===== src/rtl/demux_1n_striper.sv =====
// demux_1n_striper: parametrised 1:N word demultiplexer for the lane datapath.
// Consecutive valid words are distributed round-robin over NUM_LANES lanes.
// GATHER=0 releases each word on its own lane one cycle after it arrives.
// GATHER=1 stages words and releases a whole (or flushed partial) lane group.
module demux_1n_striper #(
  parameter int DATA_W    = 8,
  parameter int NUM_LANES = 4,
  parameter int GATHER    = 1,
  localparam int LANE_W   = ($clog2(NUM_LANES) < 1) ? 1 : $clog2(NUM_LANES)
) (
  input  logic                          clk,
  input  logic                          reset,
  input  logic [DATA_W-1:0]             in_data,
  input  logic                          in_valid,
  input  logic                          flush,
  output logic [NUM_LANES*DATA_W-1:0]   out_data,
  output logic [NUM_LANES-1:0]          out_valid,
  output logic [LANE_W-1:0]             lane_ptr,
  output logic [15:0]                   grp_cnt
);

  // Fill count must be able to represent a complete group (NUM_LANES words).
  localparam int CNT_W = LANE_W + 1;
  localparam logic [LANE_W-1:0] LAST_LANE = LANE_W'(NUM_LANES - 1);

  generate
    if (NUM_LANES < 2 || NUM_LANES > 16) begin : g_bad_lanes
      $error("demux_1n_striper: NUM_LANES must be in 2..16");
    end
    if (GATHER != 0 && GATHER != 1) begin : g_bad_mode
      $error("demux_1n_striper: GATHER must be 0 or 1");
    end
  endgenerate

  // Holding buffer for GATHER=1; lanes at or above lane_ptr are always zero.
  logic [NUM_LANES*DATA_W-1:0] hold_p0;

  logic [NUM_LANES*DATA_W-1:0] hold_nxt;
  logic [NUM_LANES*DATA_W-1:0] data_nxt;
  logic [NUM_LANES-1:0]        vld_nxt;
  logic [LANE_W-1:0]           ptr_nxt;
  logic [CNT_W-1:0]            fill;
  logic [NUM_LANES-1:0]        fill_mask;
  logic                        emit;

  // Next-state for pointer, buffer and output lanes (both modes).
  always_comb begin
    hold_nxt  = hold_p0;
    data_nxt  = out_data;
    vld_nxt   = '0;
    ptr_nxt   = lane_ptr;
    fill      = {1'b0, lane_ptr};
    fill_mask = '0;
    emit      = 1'b0;

    // Absorb the incoming word into the current lane and advance the pointer.
    if (in_valid) begin
      for (int i = 0; i < NUM_LANES; i++) begin
        if (lane_ptr == LANE_W'(i)) begin
          hold_nxt[i*DATA_W +: DATA_W] = in_data;
        end
      end
      fill    = fill + CNT_W'(1);
      ptr_nxt = (lane_ptr == LAST_LANE) ? '0 : lane_ptr + LANE_W'(1);
    end

    // Lanes 0..fill-1 hold real words once the current word is absorbed.
    for (int i = 0; i < NUM_LANES; i++) begin
      fill_mask[i] = (CNT_W'(i) < fill);
    end

    if (GATHER == 0) begin
      // Stripe mode: update just the addressed lane, other lanes hold.
      hold_nxt = '0;
      if (in_valid) begin
        for (int i = 0; i < NUM_LANES; i++) begin
          if (lane_ptr == LANE_W'(i)) begin
            data_nxt[i*DATA_W +: DATA_W] = in_data;
            vld_nxt[i]                   = 1'b1;
          end
        end
        emit = (lane_ptr == LAST_LANE);
      end
    end else begin
      // Gather mode: a completed group always wins; flush only adds a
      // partial release when something has been staged.
      emit = (in_valid && (lane_ptr == LAST_LANE)) ||
             (flush && (fill != '0));
      if (emit) begin
        for (int i = 0; i < NUM_LANES; i++) begin
          data_nxt[i*DATA_W +: DATA_W] =
            fill_mask[i] ? hold_nxt[i*DATA_W +: DATA_W] : '0;
        end
        vld_nxt  = fill_mask;
        hold_nxt = '0;
        ptr_nxt  = '0;
      end
    end
  end

  // Output register stage: lanes, per-lane valid, pointer and group count.
  always_ff @(posedge clk) begin
    if (reset) begin
      out_data  <= '0;
      out_valid <= '0;
      lane_ptr  <= '0;
      grp_cnt   <= '0;
      hold_p0   <= '0;
    end else begin
      out_data  <= data_nxt;
      out_valid <= vld_nxt;
      lane_ptr  <= ptr_nxt;
      grp_cnt   <= grp_cnt + 16'(emit);
      hold_p0   <= hold_nxt;
    end
  end

endmodule


===== config.mk =====
export PLATFORM = sky130hd
export DESIGN_NAME = demux_1n_striper
export DESIGN_NICKNAME = d
export VERILOG_FILES = /design/src/rtl/demux_1n_striper.sv
export SDC_FILE = /design/constraint.sdc
export NUM_CORES = 1
export LEC_CHECK = 0
export CORE_MARGIN = 5
export CORE_UTILIZATION = 35
export DETAILED_ROUTE_END_ITERATION = 6
export GPL_TIMING_DRIVEN = 0
export PLACE_DENSITY = 0.58
export SYNTH_ARGS = -nofsm -noshare
export SYNTH_HDL_FRONTEND = slang
export SYNTH_SLANG_ARGS = --single-unit

===== constraint.sdc =====
create_clock -name clk -period 3.1 [get_ports clk]
set_input_delay 0.62 -clock clk [delete_from_list [all_inputs] [get_ports clk]]
set_output_delay 0.62 -clock clk [all_outputs]
set_load 0.01 [all_outputs]

==> results.md, run 1 <==
- Outcome: finished clean
- Wire length of the first global-routing pass: 14100 um
- Hold Path Sink: out_data[11]$_SDFFE_PP0N_
- Max Fclk: 0.343 GHz
- Syn avg cell area: 9.95 um^2
- Crit. End Element: flop
- Row count: 35
- Internal Power: 1580 uW
- Critical R2R Launch: lane_ptr[1]$_SDFFE_PP0P_
- Multi-input combinational cell area: 1650 um^2
- Clock Pin Slew Worst Setup and Hold Paths: 0.08 ns
- Final Hold Fails: 0
- P_leak: 0.00178 uW
- Slew HR: 0.599
- Total GRT Usage: 0.152
- Mapped Cells: 338
- Worst vdd ir: about 0.00019 V
- Die X-Extent: 108 um
- DRT antenna net count: 0
- Final WL: 8720 um
- Synth Warn #: 0
- Hold Crit Start: out_data[11]$_SDFFE_PP0N_
- Number of global-route vias before repair: 2796
- PwrDens: 474 nW/um^2
- N_diodes: 0
- Vias: 2811
- Hold depth: 2
- Fin crit share: 0.940
- Syn-to-layout area delta: 31.8%
- Comb pwr share: 0.112
- Top Ports: 66
- Final Max Tran Viols: 0
- Synthesized flop and latch total: between 70 and 80
- RSZ-0062 raised after global routing: false
- Final HPWL DP: 6270 um
- Fin crit period: between 2 and 3 ns
- Part of the power in registers: 0.493
- Hold Slack: about 0.46 ns
- Required time of the worst setup path: approximately 3.4 ns
- Primary FF master, synth: dfxtp_1
- Psw: 525 uW
- Reg area: 1570 um^2
- Clock H-tree levels: 3
- Final nets: 431
- CTS tree: built
- Reg2Reg Depth: 12
- Max Root-Sink Buffers: 2
- WL per Instance: ~16 um
- Clock Latency Late Sink: 0.34 ns
- Worst reg2reg setup slack: around 0.20 ns
- Height of the die: 108 um
- Layout cells sized above 1: 0.136
- Initial antenna violation count: 0
- Clk pwr share: 0.395
- Fillcell total: 919
- Setup Viol. Count Final: 0
- Mapped Nets: approximately 360
- Initial DRC Count: between 70 and 80
- DRT Pass-1 Iters: 4
- Syn Std Cell Area: 3360 um^2
- CP Launch Type: input pin
- Vias per inst: 5.14
- Initial Util: 0.362
- Remaining Overflow, GRT: 0
- Worst hold path type: flop to flop
- Crit Reg-Reg Endpoint: grp_cnt[11]$_SDFF_PP0_
- Post-synth EDFFs: 0
- Final Skew: 0.00723 ns
- Critical path peak fanout: 11
- Root Buffer: clkbuf_8
- Overall Power: 2100 uW
- DIE AREA: 11700 um^2
- Core Area: ~9300 um^2
- Pin count of the biggest net entering global routing: 14
- Worst setup path class: input pin to flop
- CTS Buf Count: 9
- Worst endpoint data arrival time: about 3.2 ns
- DRC: 0
- I/O Buffers: 64
- Register area share after synthesis: 0.464
- Switching share of power: 0.250
- Slew at the pin closest to its max-slew limit: 0.600 ns
- # clock sinks: just under 80
- Async SR Flop Fraction: 0
- # Max-Cap Violations: 0
- Final GP Congestion: between 0.7 and 0.8
- Post-synthesis cell type count: 41
[metal layers]
| metal | vias to the layer above | share of wire | global-route usage | wire length, um |
|---|---|---|---|---|
| li1 | 1387 | - | - | - |
| met1 | 1365 | 0.47 | 0.199 | 4140 |
| met2 | 49 | 0.48 | 0.255 | 4150 |
| met3 | 10 | 0.037 | 0.0239 | 319 |
| met4 | 0 | 0.013 | 0.0541 | 117 |
| met5 | - | 0 | 0 | 0 |
[registers in the layout (all words and copies together) (netlist names)]
signal	cells
out_valid	4
out_data	32
grp_cnt	16
hold_p0	24
lane_ptr	2
[area by class of cell]
class / count / area share
buffer: 30 / 0.0375
multi-input combinational: 222 / 0.372
inverter: 8 / 0.00734
tap: 129 / 0.0364
timing repair buffer: 64 / 0.145
sequential: 78 / 0.353
clock inverter: 6 / 0.0195
clock buffer: 10 / 0.0288
[layout by cell type (no fill, tap or decap), types with 2 or more instances in the layout]
| master | count |
|---|---|
| nand3_1 | 10 |
| a32o_1 | 8 |
| clkbuf_8 | 9 |
| clkdlybuf4s50_1 | 64 |
| clkbuf_1 | 16 |
| buf_4 | 2 |
| a211oi_1 | 6 |
| nand4b_1 | 2 |
| nor2b_1 | 13 |
| mux2_2 | 10 |
| and3_1 | 12 |
| buf_6 | 5 |
| a21boi_0 | 10 |
| o21ai_0 | 4 |
| buf_2 | 7 |
| xor2_1 | 3 |
| nand4_1 | 5 |
| ha_1 | 6 |
| o31ai_1 | 3 |
| nor3_1 | 10 |
| nor4_2 | 4 |
| o32ai_1 | 8 |
| clkinv_2 | 2 |
| mux2i_1 | 19 |
| nor2_1 | 14 |
| a21bo_2 | 6 |
| a21oi_1 | 10 |
| or4_1 | 3 |
| mux2_4 | 2 |
| inv_1 | 7 |
| nand2_1 | 25 |
| o211a_1 | 10 |
| bufinv_16 | 2 |
| o211ai_1 | 8 |
| xnor2_1 | 2 |
| dfxtp_1 | 76 |
[critical path: stages]
cell	delay [ns]
clkdlybuf4s50_1	0.49
and4bb_1	0.25
a211o_1	0.24
buf_6	0.15
inv_4	0.10
buf_6	0.15
ha_1	0.20
nand3_1	0.12
buf_4	0.21
nor4_2	0.26
mux2_2	0.36
[stage by stage]
| stage | setup slack (ns) | std cells | setup TNS [ns] | util | cell area, um^2 |
|---|---|---|---|---|---|
| 6_report | 0.185 | 547 | 0 | 0.477 | 4430 |
| 5_1_grt | 0.00183 | 547 | 0 | 0.477 | 4430 |
| 4_1_cts | 0.00676 | 547 | 0 | 0.473 | 4390 |
| 3_5_place_dp | -0.393 | 531 | -2.01 | 0.449 | 4160 |
| 3_3_place_gp | -0.331 | 531 | -1.60 | 0.449 | 4160 |
| 2_1_floorplan | 0.256 | 338 | 0 | - | 3360 |
[synth_stat cells (7+ instances only)]
cell type | count | area, um^2
dfxtp_1 | 78 | 1560
nand2_1 | 25 | 93.8
mux2i_1 | 19 | 190
clkbuf_1 | 15 | 56.3
nor2_1 | 14 | 52.6
nor2b_1 | 13 | 81.3
and3_1 | 12 | 75.1
a21boi_0 | 10 | 75.1
a21oi_1 | 10 | 50.1
mux2_2 | 10 | 113
nand3_1 | 10 | 50.1
nor3_1 | 10 | 50.1
o211a_1 | 10 | 100
a32o_1 | 8 | 80.1
buf_2 | 8 | 40.0
o211ai_1 | 8 | 60.1
o32ai_1 | 8 | 70.1
inv_1 | 7 | 26.3
[worst max path at each step]
stage / start / endpoint / slack, ns / cells after the start
6_report: in_valid / grp_cnt[11]$_SDFF_PP0_ / 0.18 / 11
3_3_place_gp: in_valid / grp_cnt[15]$_SDFF_PP0_ / -0.33 / 11
5_1_grt: lane_ptr[1]$_SDFFE_PP0P_ / grp_cnt[10]$_SDFF_PP0_ / 0.002 / 12
3_5_place_dp: in_valid / grp_cnt[15]$_SDFF_PP0_ / -0.39 / 11
4_1_cts: lane_ptr[0]$_SDFFE_PP0P_ / grp_cnt[11]$_SDFF_PP0_ / 0.007 / 12
2_1_floorplan: lane_ptr[0]$_SDFFE_PP0P_ / grp_cnt[10]$_SDFF_PP0_ / 0.26 / 12
[repair_timing]
action,in CTS,in global routing
buffers inserted,0,0
pin swaps,0,0
endpoints found under the setup margin,6,6
resized for setup,4,9
hold buffers,0,0
[cells by family after synthesis]
| kind of cell | share of synthesized area |
|---|---|
| AO/OA/AOI/OAI | 0.184 |
| XOR/XNOR | 0.0130 |
| adder cells (fa/ha/maj) | 0.0223 |
| buffers and inverters | 0.0566 |
| flip-flops | 0.464 |
| multiplexers | 0.0990 |
| AND/OR/NAND/NOR | 0.160 |
[power by group through the flow]
stage | registers, uW | logic (uW) | clock network, uW
after floorplan | 1060 | 139 | 0
after global placement | 1060 | 232 | 0
after detailed placement | 1060 | 235 | 0
after CTS | 1040 | 235 | 844
after global routing | 1040 | 257 | 883
final | 1040 | 234 | 831
No activity file was read; power rests on OpenSTA's default activity.
==> run 2: changes to the inputs <==
SKIP_LAST_GASP = 1   (was default)
==> results of run 2 <==
No change in the layout: final DEF, timing and power equal those of run 1.
